<file path="src/rtl/keypad_pkg.sv">
// Shared types and key map for the PmodKYPD keypad scanner.
package keypad_pkg;

  typedef enum logic [1:0] {
    FR_NONE  = 2'd0,
    FR_ONE   = 2'd1,
    FR_MULTI = 2'd2
  } frame_res_e;

  typedef logic [1:0] row_idx_t;
  typedef logic [1:0] col_idx_t;

  // Indexed by {row, col}; row 0 is the top row of the keypad.
  localparam logic [3:0] KEY_MAP [16] = '{
    4'h1, 4'h2, 4'h3, 4'hA,
    4'h4, 4'h5, 4'h6, 4'hB,
    4'h7, 4'h8, 4'h9, 4'hC,
    4'h0, 4'hF, 4'hE, 4'hD
  };

  function automatic logic [3:0] key_map(input row_idx_t r, input col_idx_t c);
    return KEY_MAP[{r, c}];
  endfunction

endpackage

</file>
<file path="src/rtl/keypad_debounce.sv">
// Frame-level debouncer: a new frame result must repeat DEBOUNCE_FRAMES times
// before it replaces the stable state; reports each accepted change.
module keypad_debounce
  import keypad_pkg::*;
#(
  parameter int unsigned DEBOUNCE_FRAMES = 4
) (
  input  logic       clk,
  input  logic       rst,
  input  logic       i_frame_done,
  input  frame_res_e i_res,
  input  logic [3:0] i_code,
  output frame_res_e o_stable_res,
  output logic [3:0] o_stable_code,
  output logic       o_change,
  output logic       o_press
);

  localparam int unsigned CW = $clog2(DEBOUNCE_FRAMES + 1);

  frame_res_e    r_stable_res, r_cand_res;
  logic [3:0]    r_stable_code, r_cand_code;
  logic [CW-1:0] r_cnt;
  logic          r_change, r_press;

  frame_res_e    w_stable_res, w_cand_res;
  logic [3:0]    w_stable_code, w_cand_code, w_code_eff;
  logic [CW-1:0] w_cnt;
  logic          w_change, w_press;

  always_comb begin
    w_stable_res  = r_stable_res;
    w_stable_code = r_stable_code;
    w_cand_res    = r_cand_res;
    w_cand_code   = r_cand_code;
    w_cnt         = r_cnt;
    w_change      = 1'b0;
    w_press       = 1'b0;
    // Code is only meaningful for ONE; forcing it to zero otherwise keeps
    // NONE/MULTI comparisons independent of stale codes.
    w_code_eff    = (i_res == FR_ONE) ? i_code : '0;
    if (i_frame_done) begin
      if (i_res == r_stable_res && w_code_eff == r_stable_code) begin
        w_cnt = '0;
      end else begin
        if (i_res == r_cand_res && w_code_eff == r_cand_code) begin
          w_cnt = r_cnt + CW'(1);
        end else begin
          w_cand_res  = i_res;
          w_cand_code = w_code_eff;
          w_cnt       = CW'(1);
        end
        if (w_cnt == CW'(DEBOUNCE_FRAMES)) begin
          w_stable_res  = w_cand_res;
          w_stable_code = w_cand_code;
          w_cnt         = '0;
          w_change      = 1'b1;
          w_press       = (r_stable_res == FR_NONE) && (w_cand_res == FR_ONE);
        end
      end
    end
  end

  always_ff @(posedge clk) begin
    if (rst) begin
      r_stable_res  <= FR_NONE;
      r_stable_code <= '0;
      r_cand_res    <= FR_NONE;
      r_cand_code   <= '0;
      r_cnt         <= '0;
      r_change      <= 1'b0;
      r_press       <= 1'b0;
    end else begin
      r_stable_res  <= w_stable_res;
      r_stable_code <= w_stable_code;
      r_cand_res    <= w_cand_res;
      r_cand_code   <= w_cand_code;
      r_cnt         <= w_cnt;
      r_change      <= w_change;
      r_press       <= w_press;
    end
  end

  assign o_stable_res  = r_stable_res;
  assign o_stable_code = r_stable_code;
  assign o_change      = r_change;
  assign o_press       = r_press;

endmodule

</file>
<file path="src/rtl/keypad_scanner.sv">
// 4x4 matrix keypad scanner: column sequencing, row synchronization, frame
// classification, and a single-cycle strobe per debounced key press.
module keypad_scanner
  import keypad_pkg::*;
#(
  parameter int unsigned SCAN_TICKS      = 100_000,
  parameter int unsigned DEBOUNCE_FRAMES = 4
) (
  input  logic       clk,
  input  logic       rst,
  input  logic [3:0] row,
  output logic [3:0] col,
  output logic [3:0] key_code,
  output logic       key_valid,
  output logic       key_held
);

  localparam int unsigned   TW        = $clog2(SCAN_TICKS);
  localparam logic [TW-1:0] TICK_LAST = TW'(SCAN_TICKS - 1);

  logic [3:0]    r_row_meta, r_row_sync;
  logic [TW-1:0] r_tick;
  col_idx_t      r_col_idx;
  logic [1:0]    r_hits;
  logic [3:0]    r_code;
  logic          r_frame_done;
  frame_res_e    r_frame_res;
  logic [3:0]    r_frame_code;
  logic [3:0]    r_key_code;
  logic          r_key_valid, r_key_held;

  logic          w_sample;
  logic [2:0]    w_col_hits, w_total;
  logic [1:0]    w_hits_sat;
  logic [3:0]    w_col_code, w_code_next;
  frame_res_e    w_frame_res;
  frame_res_e    w_stable_res;
  logic [3:0]    w_stable_code;
  logic          w_change, w_press;

  assign w_sample = (r_tick == TICK_LAST);

  // Hit count saturates at 2: the frame only needs to tell none/one/many.
  always_comb begin
    w_col_hits = '0;
    w_col_code = '0;
    for (int unsigned r = 0; r < 4; r++) begin
      if (!r_row_sync[r]) begin
        w_col_hits = w_col_hits + 3'd1;
        w_col_code = key_map(row_idx_t'(r), r_col_idx);
      end
    end
    w_total     = {1'b0, r_hits} + w_col_hits;
    w_hits_sat  = (w_total >= 3'd2) ? 2'd2 : w_total[1:0];
    w_code_next = (w_col_hits != '0) ? w_col_code : r_code;
    unique case (w_hits_sat)
      2'd0:    w_frame_res = FR_NONE;
      2'd1:    w_frame_res = FR_ONE;
      default: w_frame_res = FR_MULTI;
    endcase
  end

  always_ff @(posedge clk) begin
    if (rst) begin
      r_row_meta   <= '1;
      r_row_sync   <= '1;
      r_tick       <= '0;
      r_col_idx    <= '0;
      r_hits       <= '0;
      r_code       <= '0;
      r_frame_done <= 1'b0;
      r_frame_res  <= FR_NONE;
      r_frame_code <= '0;
    end else begin
      r_row_meta   <= row;
      r_row_sync   <= r_row_meta;
      r_frame_done <= 1'b0;
      if (w_sample) begin
        r_tick    <= '0;
        r_col_idx <= r_col_idx + 2'd1;
        if (r_col_idx == 2'd3) begin
          r_frame_done <= 1'b1;
          r_frame_res  <= w_frame_res;
          r_frame_code <= w_code_next;
          r_hits       <= '0;
          r_code       <= '0;
        end else begin
          r_hits <= w_hits_sat;
          r_code <= w_code_next;
        end
      end else begin
        r_tick <= r_tick + TW'(1);
      end
    end
  end

  keypad_debounce #(
    .DEBOUNCE_FRAMES(DEBOUNCE_FRAMES)
  ) u_debounce (
    .clk          (clk),
    .rst          (rst),
    .i_frame_done (r_frame_done),
    .i_res        (r_frame_res),
    .i_code       (r_frame_code),
    .o_stable_res (w_stable_res),
    .o_stable_code(w_stable_code),
    .o_change     (w_change),
    .o_press      (w_press)
  );

  // Held only survives while stable stays the same ONE(k) it was set by.
  always_ff @(posedge clk) begin
    if (rst) begin
      r_key_code  <= '0;
      r_key_valid <= 1'b0;
      r_key_held  <= 1'b0;
    end else begin
      r_key_valid <= w_press;
      if (w_press) r_key_code <= w_stable_code;
      r_key_held  <= w_press | (r_key_held & ~w_change & (w_stable_res == FR_ONE));
    end
  end

  assign col       = ~(4'b0001 << r_col_idx);
  assign key_code  = r_key_code;
  assign key_valid = r_key_valid;
  assign key_held  = r_key_held;

endmodule

</file>
<file path="config.mk">
export PLATFORM = sky130hd
export DESIGN_NAME = keypad_scanner
export DESIGN_NICKNAME = d
export VERILOG_FILES = /design/src/rtl/keypad_pkg.sv /design/src/rtl/keypad_debounce.sv /design/src/rtl/keypad_scanner.sv
export SDC_FILE = /design/constraint.sdc
export NUM_CORES = 1
export LEC_CHECK = 0
export CAP_MARGIN = 20
export CORE_MARGIN = 3
export CORE_UTILIZATION = 47
export CTS_BUF_LIST = sky130_fd_sc_hd__clkbuf_8
export CTS_CLUSTER_SIZE = 16
export DETAILED_ROUTE_END_ITERATION = 8
export PLACE_DENSITY_LB_ADDON = 0.15
export SLEW_MARGIN = 10
export SYNTH_ARGS = -nofsm -noshare
export SYNTH_HDL_FRONTEND = slang
export SYNTH_SLANG_ARGS = --single-unit
</file>
<file path="constraint.sdc">
create_clock -name clk -period 8.1 [get_ports clk]
set_clock_uncertainty 0.1 [all_clocks]
set_input_delay 1.62 -clock clk [delete_from_list [all_inputs] [get_ports clk]]
set_output_delay 1.62 -clock clk [all_outputs]
set_load 0.02 [all_outputs]
</file>
==> out/results.txt, run 1 <==
Status - finished clean
Crit path DAT - 1.93 ns
Ports - 16
Fmax - 274.3 MHz
Final #Nets - 380
Power per Cell Area - 172.4 nW/µm²
Top FF cell, synth - dfxtp_1
CP Data Required Time - 6.38 ns
Remaining DRCs - 0
Element type at the critical path end - output port
Clk sink count - 63
Routability Congestion - 0.7756
Non-filler cells, final - 445
Share of layout cells above drive strength 1 - 10.87%
Period Utilization, post-route - 45.00%
Routed WL per cell - 13.21 µm
Crit Path Category - reg -> out
Unrepaired setup endpoints after global routing - no
Async S/R FF share, synth - 0%
Initial Util - 49.27%
Clock transition at path regs - 0.07 ns
Top cells by area, synth - dfxtp_1 40%, nor2_1 5.0%, a21oi_1 4.0%
Vias in the first global route - 2231
Mapped Area - 3164 µm²
Sequential element share of the synthesized area - 39.86%
Final hold vios - 0
Post-synth cell types - 66
Core box area - 6422 µm²
Worst Max-Slew Pin Slew - 0.8057 ns
Synth Area per Inst - 8.989 µm²
First-pass GRT wire length - 10290 µm
Clk root buf - clkbuf_8
Iteration-0 DRC Markers - 122
Clock buffer count from CTS - 9
Via total after detailed routing - 2359
Die W - 88.05 µm
Most frequent cell after synthesis - dfxtp_1
Gate Count Post-Synth - 352
Clock Latency Late Sink - 0.33 ns
Total GRT Usage - 16.93%
Routed wire length - 5880 µm
Startpoint types - flip-flop
Cell count after placement - 429
Largest net degree at the start of global routing - 49
Post-synth net total - 369
Top cell type's share of synthesized area - 39.86%
Pleak - 0.001281 µW
P&R area growth vs syn - 10.24%
Worst vdd ir - 119.8 µV
CTS tree - done
Post-CTS Setup Inserts - 0
Crit Path Max Fanout - 9
Gr ovfl total - 0
Die Y - 88.05 µm
Avg Vias per Cell - 5.301
Max_slew headroom - 46.00%
Final HPWL DP - 4061 µm
Post-synth top cells - 63 x dfxtp_1, 42 x nor2_1, 25 x a21oi_1, 25 x nand2_1, 19 x inv_1
Yosys top cell by area - dfxtp_1
Die area - 7753 µm²
Max Slew Vio Count - 0
Site Rows - 29
Final setup vio count - 0
#FFs+latches synth - 63
I/O Buffers - 15
H-tree depth - 3
Initial antenna violation count - 0
Min cycle time layout - 3.645 ns
Cts hold-fix bufs - 0
Worst hold path type - reg -> reg
Yosys warns - 0
Ant diodes - 0
Setup TNS - 0 ns
Post-synth EDFFs - 0
First-pass DRT Iterations - 4
Post-route ant nets - 0
Total of max-cap violations - 0
Post-CTS Resized - 0
Longest Clk Path Bufs - 2
-- cells in the final DEF (no fill, tap or decap), types with 2 or more instances in the layout --
cell type        count
dfxtp_1             63
nor2_1              42
nand2_1             25
a21oi_1             25
inv_1               21
nand3_1             15
clkdlybuf4s50_1     15
xnor2_1             12
o21ai_0             12
nand2b_1            10
mux2i_1             10
xor2_1              10
ha_1                10
clkbuf_8            10
or2_2                9
nor3_1               6
nand4_1              6
nor2b_1              3
or3_1                3
a31oi_1              3
and2_1               3
o21ai_1              3
clkinv_2             3
and3b_1              2
or4_1                2
a211oi_1             2
nand3b_1             2
or2b_1               2
a2bb2oi_1            2
o211ai_1             2
-- kinds of logic (layout without fill, tap and decap cells) --
kind of cell / Yosys count / after routing / share of synthesized area, %
buffers and inverters: 36 / 52 / 6.168
xor gates and xnor gates: 24 / 24 / 7.355
and+or+nand+nor: 142 / 142 / 24.36
adders and majority gates: 11 / 11 / 4.587
DFF: 63 / 63 / 39.86
muxes: 11 / 11 / 3.519
AOI/OAI and AO/OA: 65 / 65 / 14.16
-- state kept, by name (all words and copies together) (netlist names) --
signal                    flops
key_code                      4
key_held                      1
key_valid                     1
r_code                        4
r_col_idx                     2
r_frame_code                  4
r_frame_done                  1
r_frame_res                   2
r_hits                        2
r_row_meta                    4
r_row_sync                    4
r_tick                       17
u_debounce.o_change           1
u_debounce.o_press            1
u_debounce.o_stable_code      4
u_debounce.o_stable_res       2
u_debounce.r_cand_code        4
u_debounce.r_cand_res         2
u_debounce.r_cnt              3
-- worst paths after layout --
kind | depth (start not counted) | startpoint | slack [ns] | end
worst max-delay path | 3 | r_col_idx[0]$_SDFFE_PP0N_ | 4.45 | col[3]
worst min-delay path | 1 | r_row_meta[1]$_SDFF_PP1_ | 0.31 | r_row_sync[1]$_SDFF_PP1_
worst max register to register | 12 | r_row_sync[1]$_SDFF_PP1_ | 5.00 | r_hits[1]$_SDFFE_PP0N_
worst min register to register | 1 | r_row_meta[1]$_SDFF_PP1_ | 0.31 | r_row_sync[1]$_SDFF_PP1_
-- report_power, final --
part | switching (µW) | internal [µW]
clock network | 113 | 147
registers | 2.81 | 313
logic | 14.7 | 11.3
total | 130 | 471
-- final cells by class --
type / instances / area [µm²]
clock inverter: 6 / 52.55
sequential: 63 / 1261
fill: 603 / 2934
clock buffer: 10 / 137.6
tap: 77 / 96.34
inverter: 20 / 75.07
multi-input combinational: 253 / 1708
timing repair buffer: 16 / 157.7
-- worst max-delay path, stage by stage (launching register included) --
cell             delay [ns]
dfxtp_1                0.40
ha_1                   0.26
clkinv_1               0.31
clkdlybuf4s50_1        0.64
-- stage by stage --
stage                     hold slack, ns  power (µW)  setup slack (ns)  utilization (%)  instance area (µm²)
after global placement            0.2924       348.4             4.856            51.35                 3298
after CTS                         0.3113       610.6             4.439            54.32                 3488
final                             0.3102       601.3             4.455            54.32                 3488
after detailed placement          0.2945       348.9             4.802            51.35                 3298
after floorplan                   0.2895       343.8             5.273                -                 3164
after global routing              0.3185       627.3             4.362            54.32                 3488
-- routing by layer --
layer	up-vias	part of all wire, %	track usage [%]
met1	1099	52	23.37
li1	1230	-	-
met5	-	0	0
met3	8	2.3	4.704
met2	22	44	25.14
met4	0	1.5	6.593
Note: power is estimated with default switching activity, not from simulation.
==> run 2, diff against run 1 <==
==> constraint.sdc (replaced) <==
create_clock -name clk -period 3.3 [get_ports clk]
set_clock_uncertainty 0.1 [all_clocks]
set_input_delay 0.66 -clock clk [delete_from_list [all_inputs] [get_ports clk]]
set_output_delay 0.66 -clock clk [all_outputs]
set_load 0.02 [all_outputs]
==> out/results.txt, run 2 (synthesis results as in run 1) <==
Vias in the first global route - 2259 (+1.3%)
Power per Cell Area - 427.4 nW/µm² (+150%)
Unrepaired setup endpoints after global routing - no
Via total after detailed routing - 2358 (-0.042%)
Sw Ratio - 21.70% (about the same)
Fmax - 333.7 MHz
Clock Latency Late Sink - 0.33 ns (about the same)
Largest net degree at the start of global routing - 37 (-24%)
R2r worst-path depth - 12 (unchanged)
P&R area growth vs syn - 11.35%
Final hold vios - 0 (unchanged)
Post-CTS Resized - 0 (unchanged)
Final #Nets - 382 (+0.53%)
Setup TNS - 0 ns (unchanged)
CP Data Required Time - 3.43 ns (-2.95 ns)
Total of max-cap violations - 0 (unchanged)
Initial antenna violation count - 0 (unchanged)
Core box area - 6422 µm² (unchanged)
Avg Vias per Cell - 5.287 (-0.27%)
Min cycle time layout - 2.997 ns
Status - finished clean
Die W - 88.05 µm (unchanged)
I/O Buffers - 15 (unchanged)
Int Pwr - 1179 µW (+150%)
Remaining DRCs - 0 (unchanged)
Clock buffer count from CTS - 9 (unchanged)
Crit-path max cell delay - 0.38 ns (-0.26 ns)
Final HPWL DP - 4001 µm (-1.5%)
Hold path depth - 1 (unchanged)
Worst hold path type - reg -> reg
Longest Clk Path Bufs - 2 (unchanged)
Routed WL per cell - 13.07 µm (-1.1%)
Crit Path Max Fanout - 5 (-4)
Ports - 16 (unchanged)
Clk sink count - 63 (unchanged)
Cts hold-fix bufs - 0 (unchanged)
Clock transition at path regs - 0.07 ns (about the same)
Clk root buf - clkbuf_8
CP top delay family - adder cells
Buf/Inv on CP - 1 (-1)
Final setup vio count - 0 (unchanged)
Net Sw Power - 326.8 µW (+150%)
Share of layout cells above drive strength 1 - 11.38% (+0.51 points)
Worst setup margin - 0.3034 ns (-4.152 ns)
Overall power - 1506 µW (+150%)
Routability Congestion - 0.8069 (+4.0%)
Ant diodes - 0 (unchanged)
Period Utilization, post-route - 90.81%
Max reg flops - 17 (unchanged)
Pleak - 0.001290 µW (+0.65%)
Total GRT Usage - 16.75% (-0.18 points)
First-pass DRT Iterations - 4 (unchanged)
CP max-delay cell - fa_1
Initial Util - 49.27% (unchanged)
Routed wire length - 5829 µm (-0.87%)
Worst vdd ir - 263.8 µV (+120%)
Most frequent cells in the layout - 63 x dfxtp_1, 42 x nor2_1, 25 x nand2_1, 25 x a21oi_1, 20 x inv_1
Startpoint types - flip-flop
Pre-CTS worst setup slack - 0.2806 ns (-4.522 ns)
CTS tree - done
Site Rows - 29 (unchanged)
Max Slew Vio Count - 0 (unchanged)
Die Y - 88.05 µm (unchanged)
Worst Max-Slew Pin Slew - 0.6854 ns (-0.1203 ns)
Die area - 7753 µm² (unchanged)
Commonest non-fill, non-tap cell in the layout - dfxtp_1
H-tree depth - 3 (unchanged)
Logic pwr share - 4.3% (about the same)
CP Depth - 12 (+9)
Iteration-0 DRC Markers - 76 (-38%)
Register share of total power - 51.4% (-1.1 points)
Post-route ant nets - 0 (unchanged)
Crit path DAT - 3.12 ns (+1.19 ns)
Clk pwr share - 44.2% (+1.0 points)
Max_slew headroom - 54.10% (+8.1 points)
Post-CTS Setup Inserts - 0 (unchanged)
First-pass GRT wire length - 10260 µm (-0.33%)
Crit path cell chain - inv_1 > ha_1 > xnor2_2 > ha_1 > nor2b_1 > a21o_1 > fa_1 > xor3_1 > nor2b_1 > nor2_1 > mux2i_1 > nor2_1
Crit Path Category - reg -> reg
Element type at the critical path end - flip-flop
Reg with most FFs - r_tick
Gr ovfl total - 0 (unchanged)
[run 2: cell type report]
type | count | area, µm²
clock buffers | 11 | 151.4
clock inverters | 4 | 46.29
fillers | 599 | 2899
inverters | 20 | 75.07
multi-input cells | 253 | 1708
flip-flops and latches | 63 | 1261
well taps | 77 | 96.34
repair buffers | 18 | 185.2
[run 2: final timing paths]
path	startpoint	to	slack [ns]
setup / recovery	r_row_sync[1]$_SDFF_PP1_	r_hits[1]$_SDFFE_PP0N_	0.30
hold / removal	r_row_meta[3]$_SDFF_PP1_	r_row_sync[3]$_SDFF_PP1_	0.31
setup reg to reg	r_row_sync[1]$_SDFF_PP1_	r_hits[1]$_SDFFE_PP0N_	0.30
hold reg to reg	r_row_meta[3]$_SDFF_PP1_	r_row_sync[3]$_SDFF_PP1_	0.31
[run 2: power by group through the flow]
stage	logic, µW	registers [µW]	clock network [µW]
6_report	65.5	775	666
3_3_place_gp	65.0	791	0
2_1_floorplan	55.4	788	0
5_1_grt	74.0	775	716
3_5_place_dp	65.6	792	0
4_1_cts	65.9	774	686
[run 2: worst register-to-register path, stage by stage (launching register included)]
cell and delay (ns):
dfxtp_1 0.37, inv_1 0.10, ha_1 0.33, xnor2_2 0.16, ha_1 0.27, nor2b_1 0.14, a21o_1 0.18, fa_1 0.38
xor3_1 0.36, nor2b_1 0.25, nor2_1 0.07, mux2i_1 0.13, nor2_1 0.05
[run 2: through the flow]
step | instance area (µm²) | std cells | hold slack (ns) | utilization (%)
after floorplan | 3164 | 352 | 0.2895 | -
after global placement | 3326 | 431 | 0.2935 | 51.78
after detailed placement | 3326 | 431 | 0.2932 | 51.78
after CTS | 3523 | 446 | 0.3142 | 54.86
after global routing | 3523 | 446 | 0.3236 | 54.86
final | 3523 | 446 | 0.3090 | 54.86
[run 2: per-layer routing]
metal | global-route usage [%] | part of all wire [%] | vias up
met5 | 0 | 0 | -
met2 | 24.59 | 43 | 17
li1 | - | - | 1232
met1 | 23.17 | 53 | 1097
met3 | 3.293 | 1.9 | 12
met4 | 8.929 | 2.2 | 0
